$ cat src/rtl/shift_unit_arbiter.sv
// Two-port round-robin arbiter in front of a shared 16-bit right shift/rotate unit.
// One registered result stage with a 1-cycle latency; a stalled result stalls both request ports.

module shift_rotate_right (
  input  logic [15:0] din,
  input  logic [3:0]  amt,
  input  logic        op,
  output logic [15:0] dout
);
  logic [15:0] s1;
  logic [15:0] s2;
  logic [15:0] s4;

  // Log-stage barrel: op=1 fills the vacated high bits with zeros, op=0 wraps the low bits in.
  always_comb begin
    s1   = amt[0] ? {(op ? 1'b0 : din[0]),   din[15:1]} : din;
    s2   = amt[1] ? {(op ? 2'b00 : s1[1:0]),  s1[15:2]} : s1;
    s4   = amt[2] ? {(op ? 4'h0 : s2[3:0]),   s2[15:4]} : s2;
    dout = amt[3] ? {(op ? 8'h00 : s4[7:0]),  s4[15:8]} : s4;
  end
endmodule

module shift_unit_arbiter #(
  parameter logic RR_INIT = 1'b0
) (
  input  logic        clk,
  input  logic        rst,
  input  logic        req0_valid,
  input  logic [15:0] req0_in,
  input  logic [3:0]  req0_amt,
  input  logic        req0_op,
  output logic        req0_ready,
  input  logic        req1_valid,
  input  logic [15:0] req1_in,
  input  logic [3:0]  req1_amt,
  input  logic        req1_op,
  output logic        req1_ready,
  output logic        resp_valid,
  output logic [15:0] resp_data,
  output logic        resp_id,
  input  logic        resp_ready,
  output logic [15:0] ops_cnt
);
  logic        prio;
  logic        grant;
  logic        can_accept;
  logic        accept;
  logic [15:0] sel_in;
  logic [3:0]  sel_amt;
  logic        sel_op;
  logic [15:0] dp_out;

  // A draining result frees the stage in the same cycle, so back-to-back accepts need no bubble.
  always_comb begin
    can_accept = ~resp_valid | resp_ready;
    grant      = (req0_valid & req1_valid) ? prio : req1_valid;
    req0_ready = can_accept & req0_valid & ~grant;
    req1_ready = can_accept & req1_valid & grant;
    accept     = req0_ready | req1_ready;
    sel_in     = grant ? req1_in  : req0_in;
    sel_amt    = grant ? req1_amt : req0_amt;
    sel_op     = grant ? req1_op  : req0_op;
  end

  shift_rotate_right u_dp (
    .din  (sel_in),
    .amt  (sel_amt),
    .op   (sel_op),
    .dout (dp_out)
  );

  always_ff @(posedge clk or negedge rst) begin
    if (!rst) begin
      prio       <= RR_INIT;
      resp_valid <= 1'b0;
      resp_data  <= 16'h0000;
      resp_id    <= 1'b0;
      ops_cnt    <= 16'h0000;
    end else if (accept) begin
      resp_data  <= dp_out;
      resp_id    <= grant;
      resp_valid <= 1'b1;
      ops_cnt    <= ops_cnt + 16'd1;
      prio       <= ~grant;
    end else if (resp_ready) begin
      resp_valid <= 1'b0;
    end
  end
endmodule

$ cat config.mk
export PLATFORM = sky130hd
export DESIGN_NAME = shift_unit_arbiter
export DESIGN_NICKNAME = d
export VERILOG_FILES = /design/src/rtl/shift_unit_arbiter.sv
export SDC_FILE = /design/constraint.sdc
export NUM_CORES = 1
export LEC_CHECK = 0
export BUFFER_PORTS_ARGS = -buffer_cell sky130_fd_sc_hd__buf_2
export CAP_MARGIN = 20
export CORE_MARGIN = 1.5
export CORE_UTILIZATION = 48
export DETAILED_ROUTE_END_ITERATION = 10
export PLACE_DENSITY = 0.82
export SYNTH_ARGS = -nofsm -noshare
export SYNTH_HDL_FRONTEND = slang
export SYNTH_SLANG_ARGS = --single-unit
$ cat constraint.sdc
create_clock -name clk -period 1.83 [get_ports clk]
set_clock_uncertainty 0.2 [all_clocks]
set_input_delay 0.366 -clock clk [delete_from_list [all_inputs] [get_ports clk]]
set_output_delay 0.366 -clock clk [all_outputs]
set_load 0.01 [all_outputs]
* Yosys cells after proc, flatten, opt, wreduce, memory -nomap -nowiden
Index checks and enable logic that the tools add are counted.
** Word-level totals
- Bits in registers :: 35
- Latch bits :: 0
- Bits in writable memories :: 0
- ROM bits :: 0
- Input port bits :: 47
- Logic and storage cells :: 30
- Memories :: 0
** Cells by class
- $add $sub $neg :: 1
- Multiply operators :: 0
- Div/mod/pow operators :: 0
- $lt $le $gt $ge :: 0
- Equal/unequal tests :: 0
- Shifts and indexed selects :: 0
- Muxes and demuxes :: 14
- Bitwise operators :: 9
- Reductions and logical operators :: 1
** Operators with widths (number)
- 16-bit two-way mux :: 5
- 16-bit by 1-bit adder with 16-bit output (second input constant) :: 1
- 4-bit two-way mux :: 2
- 8-bit two-way mux :: 1
- 1-bit AND :: 5
- 1-bit two-way mux :: 5
- 2-bit two-way mux :: 1
- 1-bit inverter :: 2
- 1-bit OR :: 2
- 2-bit nonzero test :: 1

* Longest topological paths before layout
Gate-level depths: netlist of the first run.
- Word-level depth :: 11
- Depth in mapped cells :: 9
- Depth with buffers taken out :: 6

* Cells and area by module
Synthesis of the first run repeated with hierarchy kept, for this count alone.
** Unflattened totals
- Cell total of the unflattened synthesis :: 219
- Area total of the unflattened synthesis :: 2660.1 sq um
** By module, submodules not included
- shift_unit_arbiter :: times used 1, cells each 130, area an instance 1702.9 sq um, sequential area each 875.8 sq um
- shift_rotate_right :: times used 1, cells each 89, area an instance 957.2 sq um, sequential area each 0.0 sq um

* Worst setup path after synthesis of the first run
No wires, ideal clock.
- Path kind :: input to register
- Start point :: input req0_amt[1]
- End point :: register resp_data[0]
- Arrival time :: 1697 ps
- Required time :: 1504 ps
- Slack :: -194 ps
- Stages :: 8
- Buffers on the path :: 2
- Path through :: buf_6 > buf_2 > mux2i_1 > nand2_1 > a31o_1 > or2_1 > a32oi_1 > o21ai_1
** On the way
- Word-level cells in the longest chain between the ends :: 4
** Ends and longest elaborated chain
- start, declared :: RTL line 30 : input logic [3:0] req0_amt,
- 4-bit two-way mux :: RTL line 61 : sel_amt = grant ? req1_amt : req0_amt;
- 16-bit two-way mux :: RTL line 17 : s2 = amt[1] ? {(op ? 2'b00 : s1[1:0]), s1[15:2]} : s1;
- 16-bit two-way mux :: RTL line 18 : s4 = amt[2] ? {(op ? 4'h0 : s2[3:0]), s2[15:4]} : s2;
- 16-bit two-way mux :: RTL line 19 : dout = amt[3] ? {(op ? 8'h00 : s4[7:0]), s4[15:8]} : s4;
- end signal, assigned :: RTL line 80 : resp_data <= dp_out;
- end, declared :: RTL line 39 : output logic [15:0] resp_data,
Every way passes these cells.
A chain may end at the register's enable or synchronous reset.

* Worst setup path after layout of the first run
- Start point :: register prio
- End point :: register resp_data[14]
** On the way
- Word-level cells in the longest chain between the ends :: 7
- Elaborated cells on any way between the ends :: 15
** Ends and longest elaborated chain
- start, declared :: RTL line 44 : logic prio;
- start signal, assigned :: RTL line 84 : prio <= ~grant;
- 1-bit two-way mux (*) :: RTL line 56 : grant = (req0_valid & req1_valid) ? prio : req1_valid;
- 16-bit two-way mux / 4-bit two-way mux (equally long branches) :: RTL line 60, 61
- 16-bit two-way mux :: RTL line 16 : s1 = amt[0] ? {(op ? 1'b0 : din[0]), din[15:1]} : din;
- 2-bit two-way mux / 16-bit two-way mux (equally long branches) :: RTL line 17
- 16-bit two-way mux (tied with other cells) :: RTL line 17
- 16-bit two-way mux / 8-bit two-way mux (equally long branches) :: RTL line 18, 19
- 16-bit two-way mux :: RTL line 19
Mark *: on every way between the ends. The rest lies on a longest branch, timed or not.

==> results of run 1 <==
==> flip-flops by register name, summed over array words and instances (netlist names) <==
register    flops
resp_data      16
resp_valid      1
resp_id         1
ops_cnt        16
prio            1
==> area by class of cell <==
| class | instances | area [µm²] | share of cell area [%] |
|---|---|---|---|
| Sequential cell | 35 | 876 | 18.6 |
| Clock inverter | 1 | 5.00 | 0.106 |
| Tap cell | 75 | 93.8 | 2.00 |
| Clock buffer | 6 | 82.6 | 1.76 |
| Timing Repair Buffer | 197 | 1390 | 29.6 |
| Inverter | 4 | 15.0 | 0.319 |
| Multi-Input combinational cell | 265 | 2240 | 47.6 |
==> layer usage <==
layer	up-vias	routed length, µm
li1	1597	-
met1	1717	4720
met2	180	5360
met3	29	980
met4	0	204
met5	-	0
==> layout by cell type (no fill, tap or decap), drive strengths merged, types with 2 or more instances in the layout <==
master	netlist	layout
a21o	2	2
a21oi	5	5
a221o	6	6
a221oi	2	2
a22o	3	3
a22oi	3	3
a2bb2oi	2	2
a32oi	2	2
and2	4	4
and3	8	8
buf	19	196
clkbuf	3	6
dfrtp	35	35
inv	4	4
mux2	20	20
mux2i	45	45
mux4	3	3
nand2	39	40
nand2b	4	4
nand3	12	12
nand4	11	11
nor2	16	16
nor3	7	7
o2111ai	2	2
o211ai	14	14
o21ai	17	17
o311ai	3	3
o31ai	3	3
or2	3	3
xnor2	11	11
xor2	4	4
==> kinds of logic after synthesis <==
group / Yosys count
muxes: 68
adders and majority gates: 1
xor gates and xnor gates: 15
AOI/OAI and AO/OA: 70
buffers and inverters: 26
DFF: 35
and+or+nand+nor: 110
==> power breakdown <==
| group | switching [µW] | internal (µW) |
|---|---|---|
| clock network | 269 | 295 |
| logic | 888 | 888 |
| registers | 152 | 941 |
==> critical path, delay by kind of cell (launching register included) <==
kind | cells | cell delay, ns
DFF | 1 | 0.40
AOI/OAI and AO/OA | 2 | 0.34
and+or+nand+nor | 2 | 0.41
muxes | 2 | 0.83
==> through the flow <==
stage / instance area, µm² / utilization [%] / setup slack (ns) / total power [µW]
finish: 4700 / 78.5 / -0.430 / 3430
global route: 4700 / 78.5 / -0.477 / 3610
CTS: 4570 / 76.2 / -0.356 / 3310
detailed placement: 4240 / 70.8 / -0.457 / 2610
global placement: 4240 / 70.8 / -0.514 / 2560
floorplan: 3100 / - / -0.141 / 1900
==> final timing paths <==
| check | slack, ns | end | depth (start not counted) |
|---|---|---|---|
| setup / recovery | -0.43 | resp_data[14]$_DFFE_PN0P_ | 6 |
| hold / removal | 0.27 | ops_cnt[15]$_DFFE_PN0P_ | 1 |
| setup reg to reg | -0.43 | resp_data[14]$_DFFE_PN0P_ | 6 |
| hold reg to reg | 0.27 | ops_cnt[15]$_DFFE_PN0P_ | 1 |
| max in group asynchronous | 0.67 | resp_data[5]$_DFFE_PN0P_ | 3 |
| min in group asynchronous | 0.44 | resp_data[9]$_DFFE_PN0P_ | 3 |
==> timing repair <==
item	4_1_cts	5_1_grt
setup endpoints to repair	18	25
gates resized for setup	40	22
gates cloned	0	1
hold buffers	1	0
pin swaps	7	15
buffers inserted	8	5
endpoints found under the hold margin	35	0
==> results.json, run 1 <==
{
  "placed_cell_count": 563,
  "power.leakage_uw": 0.00230,
  "setup.worst_path.start": "prio$_DFFE_PN0P_",
  "die_x_um": 82.5,
  "stdcell_count": 583,
  "crit_chain": "nand2b_4 > and3_4 > a21oi_4 > mux4_2 > mux2i_4 > a221o_1",
  "cpMaxStageDelayCell": "mux4_2",
  "yosys.cell_count.top_type": "mux2i_1",
  "nets": 556,
  "path_clk_slew_ns": 0.07,
  "detail_route.vias_per_cell": 6.04,
  "highest_clock_rate_mhz": 442,
  "grt.total_usage_pct": 32.4,
  "global_route.usage.met1_pct": 42.8,
  "synth_simple_gate_area_share_pct": 19.0,
  "grt_pass1_vias": 3255,
  "postSynthCellCount": 325,
  "ys.warnings.count": 0,
  "fill_cell_count": 409,
  "final_critical_path_setup_slack_ns": -0.430,
  "synth.cells.most_frequent": "mux2i_1, nand2_1, dfrtp_1, mux2_2, nor2_1",
  "num_antenna_cells": 0,
  "critical_path.max_stage_delay_ns": 0.62,
  "critPathLaunchType": "flop",
  "worstSetupEndpointType": "flop",
  "syn_avg_cell_area_um2": 9.32,
  "vdd.ir_drop.worst_mv": 0.674,
  "grt_use_met2_pct": 53.2,
  "detail_route.iter0.violations": 257,
  "hold_start": "ops_cnt[15]$_DFFE_PN0P_",
  "tritoncts": "done",
  "fin_worst_hold_slack_ns": 0.269,
  "yosys.area_share.adder_pct": 0.413,
  "unrepaired_setup_endpoints_after_global_routing": "yes",
  "final_layout_size_suffix_gt1_share_pct": 53.0,
  "port-buffer-count": 82,
  "critical_path_required_ns": 1.85,
  "ys_seq_elements": 35,
  "p_per_area_nw_per_um2": 730,
  "start_util_pct": 50.6,
  "place.gp.congestion": 0.990,
  "worst_slew_margin_rel_pct": 66.2,
  "clock_tree.htree_level_count": 2,
  "crit-reg2reg-launch": "prio$_DFFE_PN0P_",
  "route.antenna.remaining_nets": 0,
  "routed_wire_length_per_instance_um": 19.3,
  "die_height_um": 82.5,
  "finalSetupViolCount": 18,
  "synth_async_sr_flop_share_pct": 100,
  "drt-total-wl_mm": 11.3,
  "grt_max_degree": 36,
  "detailed_place_hpwl_mm": 8.39,
  "timing.final.max_slew_violations": 0,
  "grt.overflow.total": 0,
  "synth-compound-area-share_pct": 17.3,
  "fin_setup_tns_ns": -5.25,
  "post_synth_xor_area_fraction_pct": 4.34,
  "report.final.hold_viol_count": 0,
  "status": "finished, violations left",
  "synth_top_cell_by_area": "dfrtp_1",
  "synthFlopType": "dfrtp_1",
  "yosys.cell_types.count": 56,
  "failed_checks": "setup timing",
  "critical_path_peak_fanout": 5,
  "final_min_period_over_clock_period_pct": 123,
  "coreArea_um2": 5990,
  "drc": 0,
  "antenna_found_initial": 0,
  "path_class": "flop to flop",
  "max_cap_viol_count": 0,
  "die-area_um2": 6800,
  "dr_total_vias": 3523,
  "synth.top_cell.area_share_pct": 28.9,
  "dr.pass1.iters": 5,
  "synth_nets": 373,
  "mappedNetlistArea_um2": 3030,
  "post_synth_edffs": 0,
  "clockBufferDepth": 2,
  "synth_top_family_by_area": "multiplexers",
  "insertion_delay_of_the_later_clocked_pin_in_the_worst_skew_pair_ns": 0.29,
  "syn_to_final_growth_pct": 55.2,
  "synthTopCellsByArea": "dfrtp_1, mux2i_1, mux2_2",
  "number_of_clock_sinks_seen_by_cts": 35,
  "globalRoute.busiestLayer": "met2",
  "yosys-mux-area-fraction_pct": 24.5,
  "seq_area_frac_synth_pct": 28.9,
  "timing.final.crit_period_ns": 2.26,
  "fp-row-count": 28,
  "cts_inserted_buffers": 5,
  "hold_class": "flop to flop",
  "measured_slew_at_the_worst_slew_check_pin_ns": 0.506,
  "grt_pass1_wl_mm": 16.3,
  "signal_arrival_time_at_the_worst_endpoint_ns": 2.28,
  "clock_tree.root_cell": "clkbuf_8",
  "io-pin-count": 83,
  "groute.layer.met3.usage_pct": 7.80
}
(Power assumes the default switching activity.)
==> run 2, diff against run 1 <==
--- a/config.mk
+++ b/config.mk
@@ -7,10 +7,11 @@
 export LEC_CHECK = 0
 export BUFFER_PORTS_ARGS = -buffer_cell sky130_fd_sc_hd__buf_2
 export CAP_MARGIN = 20
-export CORE_MARGIN = 1.5
+export CORE_MARGIN = 2
 export CORE_UTILIZATION = 48
 export DETAILED_ROUTE_END_ITERATION = 10
-export PLACE_DENSITY = 0.82
+export HOLD_SLACK_MARGIN = 0.08
+export PLACE_DENSITY = 0.81
 export SYNTH_ARGS = -nofsm -noshare
 export SYNTH_HDL_FRONTEND = slang
 export SYNTH_SLANG_ARGS = --single-unit
==> run 2 against run 1 <==
  * Sequential share of layout area about the same
  * Largest cell class unchanged
  * Critical path type unchanged
  * The flow still finishes with violations (setup timing)
  * Via count increased by 3.5%
  * Clock power increased by 34%
  * Utilization decreased by 0.54 points
  * Die area increased by 2.4%
  * Setup slack improved by 0.079 ns
  * Clock-buffer cell count unchanged
  * Power increased by 6.3%
  * Wire length increased by 5.4%
  * Worst hold slack got worse by 0.0016 ns
==> results.json, run 2 (synthesized netlist as in run 1, its figures left out) <==
{
  "status": "finished, violations left",
  "failed_checks": "setup timing",
  "die_height_um": 83.5,
  "vdd.ir_drop.worst_mv": 0.722,
  "stdcell_count": 574,
  "detail_route.iter0.violations": 512,
  "final_min_period_over_clock_period_pct": 119,
  "final_critical_path_setup_slack_ns": -0.350,
  "final_design_utilization_pct": 77.9,
  "coreArea_um2": 6030,
  "dr_total_vias": 3647,
  "worst_slew_margin_rel_pct": 70.2,
  "die-area_um2": 6960,
  "detailed_place_hpwl_mm": 7.89,
  "power.total_uw": 3650,
  "path_class": "flop to flop",
  "die_x_um": 83.5,
  "p_per_area_nw_per_um2": 777,
  "tritoncts": "done",
  "fill_cell_count": 380,
  "drt-total-wl_mm": 11.9,
  "io-pin-count": 83,
  "port-buffer-count": 82,
  "worstSetupEndpointType": "flop",
  "measured_slew_at_the_worst_slew_check_pin_ns": 0.434,
  "final_layout_size_suffix_gt1_share_pct": 53.5,
  "place.gp.congestion": 1.02,
  "highest_clock_rate_mhz": 459,
  "signal_arrival_time_at_the_worst_endpoint_ns": 2.16,
  "start_util_pct": 50.3,
  "critical_path_required_ns": 1.81,
  "path_clk_slew_ns": 0.07,
  "grt_pass1_vias": 3320,
  "nets": 546,
  "grt.total_usage_pct": 29.4,
  "timing.final.crit_period_ns": 2.18,
  "cpMaxStageDelayCell": "dfrtp_1",
  "grt_pass1_wl_mm": 16.5,
  "crit_chain": "and2b_4 > nor2_4 > buf_6 > nor2_2 > a221oi_2 > a221o_1 > a211o_1",
  "finalSetupViolCount": 18,
  "cts_inserted_buffers": 5,
  "number_of_clock_sinks_seen_by_cts": 35,
  "insertion_delay_of_the_later_clocked_pin_in_the_worst_skew_pair_ns": 0.30,
  "dr.pass1.iters": 7,
  "drc": 0,
  "layout_common_cells": "buf_4, buf_2, mux2i_1",
  "fp-row-count": 28,
  "critPathLaunchType": "flop",
  "final_common_cell": "buf_4",
  "hold_class": "flop to flop",
  "syn_to_final_growth_pct": 55.0,
  "grt.overflow.total": 0,
  "clockBufferDepth": 2,
  "critical_path.max_stage_delay_ns": 0.41,
  "unrepaired_setup_endpoints_after_global_routing": "yes",
  "grt_max_degree": 36,
  "max_cap_viol_count": 0,
  "placed_cell_count": 545,
  "power.leakage_uw": 0.00228,
  "critical_path_buf_inv_count": 1,
  "num_antenna_cells": 0,
  "report.final.hold_viol_count": 0,
  "antenna_found_initial": 0,
  "largestRegisters": "ops_cnt: 16 flops, resp_data: 16 flops",
  "timing.critical_path.max_delay_family": "compound AO/OA/AOI/OAI gates",
  "route.antenna.remaining_nets": 0,
  "routed_wire_length_per_instance_um": 20.7,
  "detail_route.vias_per_cell": 6.35,
  "critical_path_peak_fanout": 5,
  "timing.final.max_slew_violations": 0,
  "clock_tree.root_cell": "clkbuf_8",
  "clock_tree.htree_level_count": 2
}
[run 2: changes by cell type in the layout (fill, tap and decap cells not counted), sizes merged]
cell,previous run,this run
buf,196,187
bufinv,0,1
nand2,40,39
[run 2: final timing paths]
kind                       depth (start not counted)                     from  slack [ns]                        to
min reg2reg                                        1  ops_cnt[15]$_DFFE_PN0P_        0.27   ops_cnt[15]$_DFFE_PN0P_
min                                                1  ops_cnt[15]$_DFFE_PN0P_        0.27   ops_cnt[15]$_DFFE_PN0P_
max                                                7         prio$_DFFE_PN0P_       -0.35  resp_data[5]$_DFFE_PN0P_
min in group asynchronous                          3                      rst        0.44   ops_cnt[15]$_DFFE_PN0P_
max in group asynchronous                          3                      rst        0.66          prio$_DFFE_PN0P_
max reg2reg                                        7         prio$_DFFE_PN0P_       -0.35  resp_data[5]$_DFFE_PN0P_
[run 2: routing by layer]
| metal | vias to the layer above | track usage, % | share of wire, % |
|---|---|---|---|
| met5 | - | 0 | 0 |
| met4 | 0 | 11.7 | 5.3 |
| met3 | 75 | 7.12 | 11 |
| met2 | 302 | 46.4 | 46 |
| met1 | 1697 | 39.1 | 37 |
| li1 | 1573 | - | - |
[run 2: power by group]
part	switching, µW	internal (µW)	leakage, µW
Clock	312	441	0.0000612
Combinational	926	889	0.00177
Sequential	140	941	0.000447
Total	1380	2270	0.00228
[run 2: final cells by class]
type | instances | area [µm²] | share of cell area, %
timing repair buffer | 188 | 1310 | 28.0
tap | 75 | 93.8 | 2.00
clock buffer | 6 | 82.6 | 1.76
multi-input combinational | 264 | 2280 | 48.6
sequential | 35 | 876 | 18.6
inverter | 4 | 15.0 | 0.320
clock inverter | 2 | 35.0 | 0.746
[run 2: repair_timing]
item | in CTS | in global routing
pin swaps | 9 | 25
gates resized for setup | 34 | 46
hold endpoints to repair | 35 | 0
gates cloned | 0 | 0
hold buffers | 1 | 0
setup buffers | 6 | 16
endpoints found under the setup margin | 19 | 23
[run 2: per-stage QoR]
stage                     TNS, ns  hold slack [ns]  area, µm²  worst slack, ns
after detailed placement    -6.55            0.231       4080           -0.431
after global placement      -6.11            0.221       4080           -0.390
final                       -4.49            0.267       4700           -0.350
after global routing        -5.33            0.283       4700           -0.383
after CTS                   -3.52            0.271       4390           -0.284
after floorplan             -1.01           -0.130       3100           -0.141
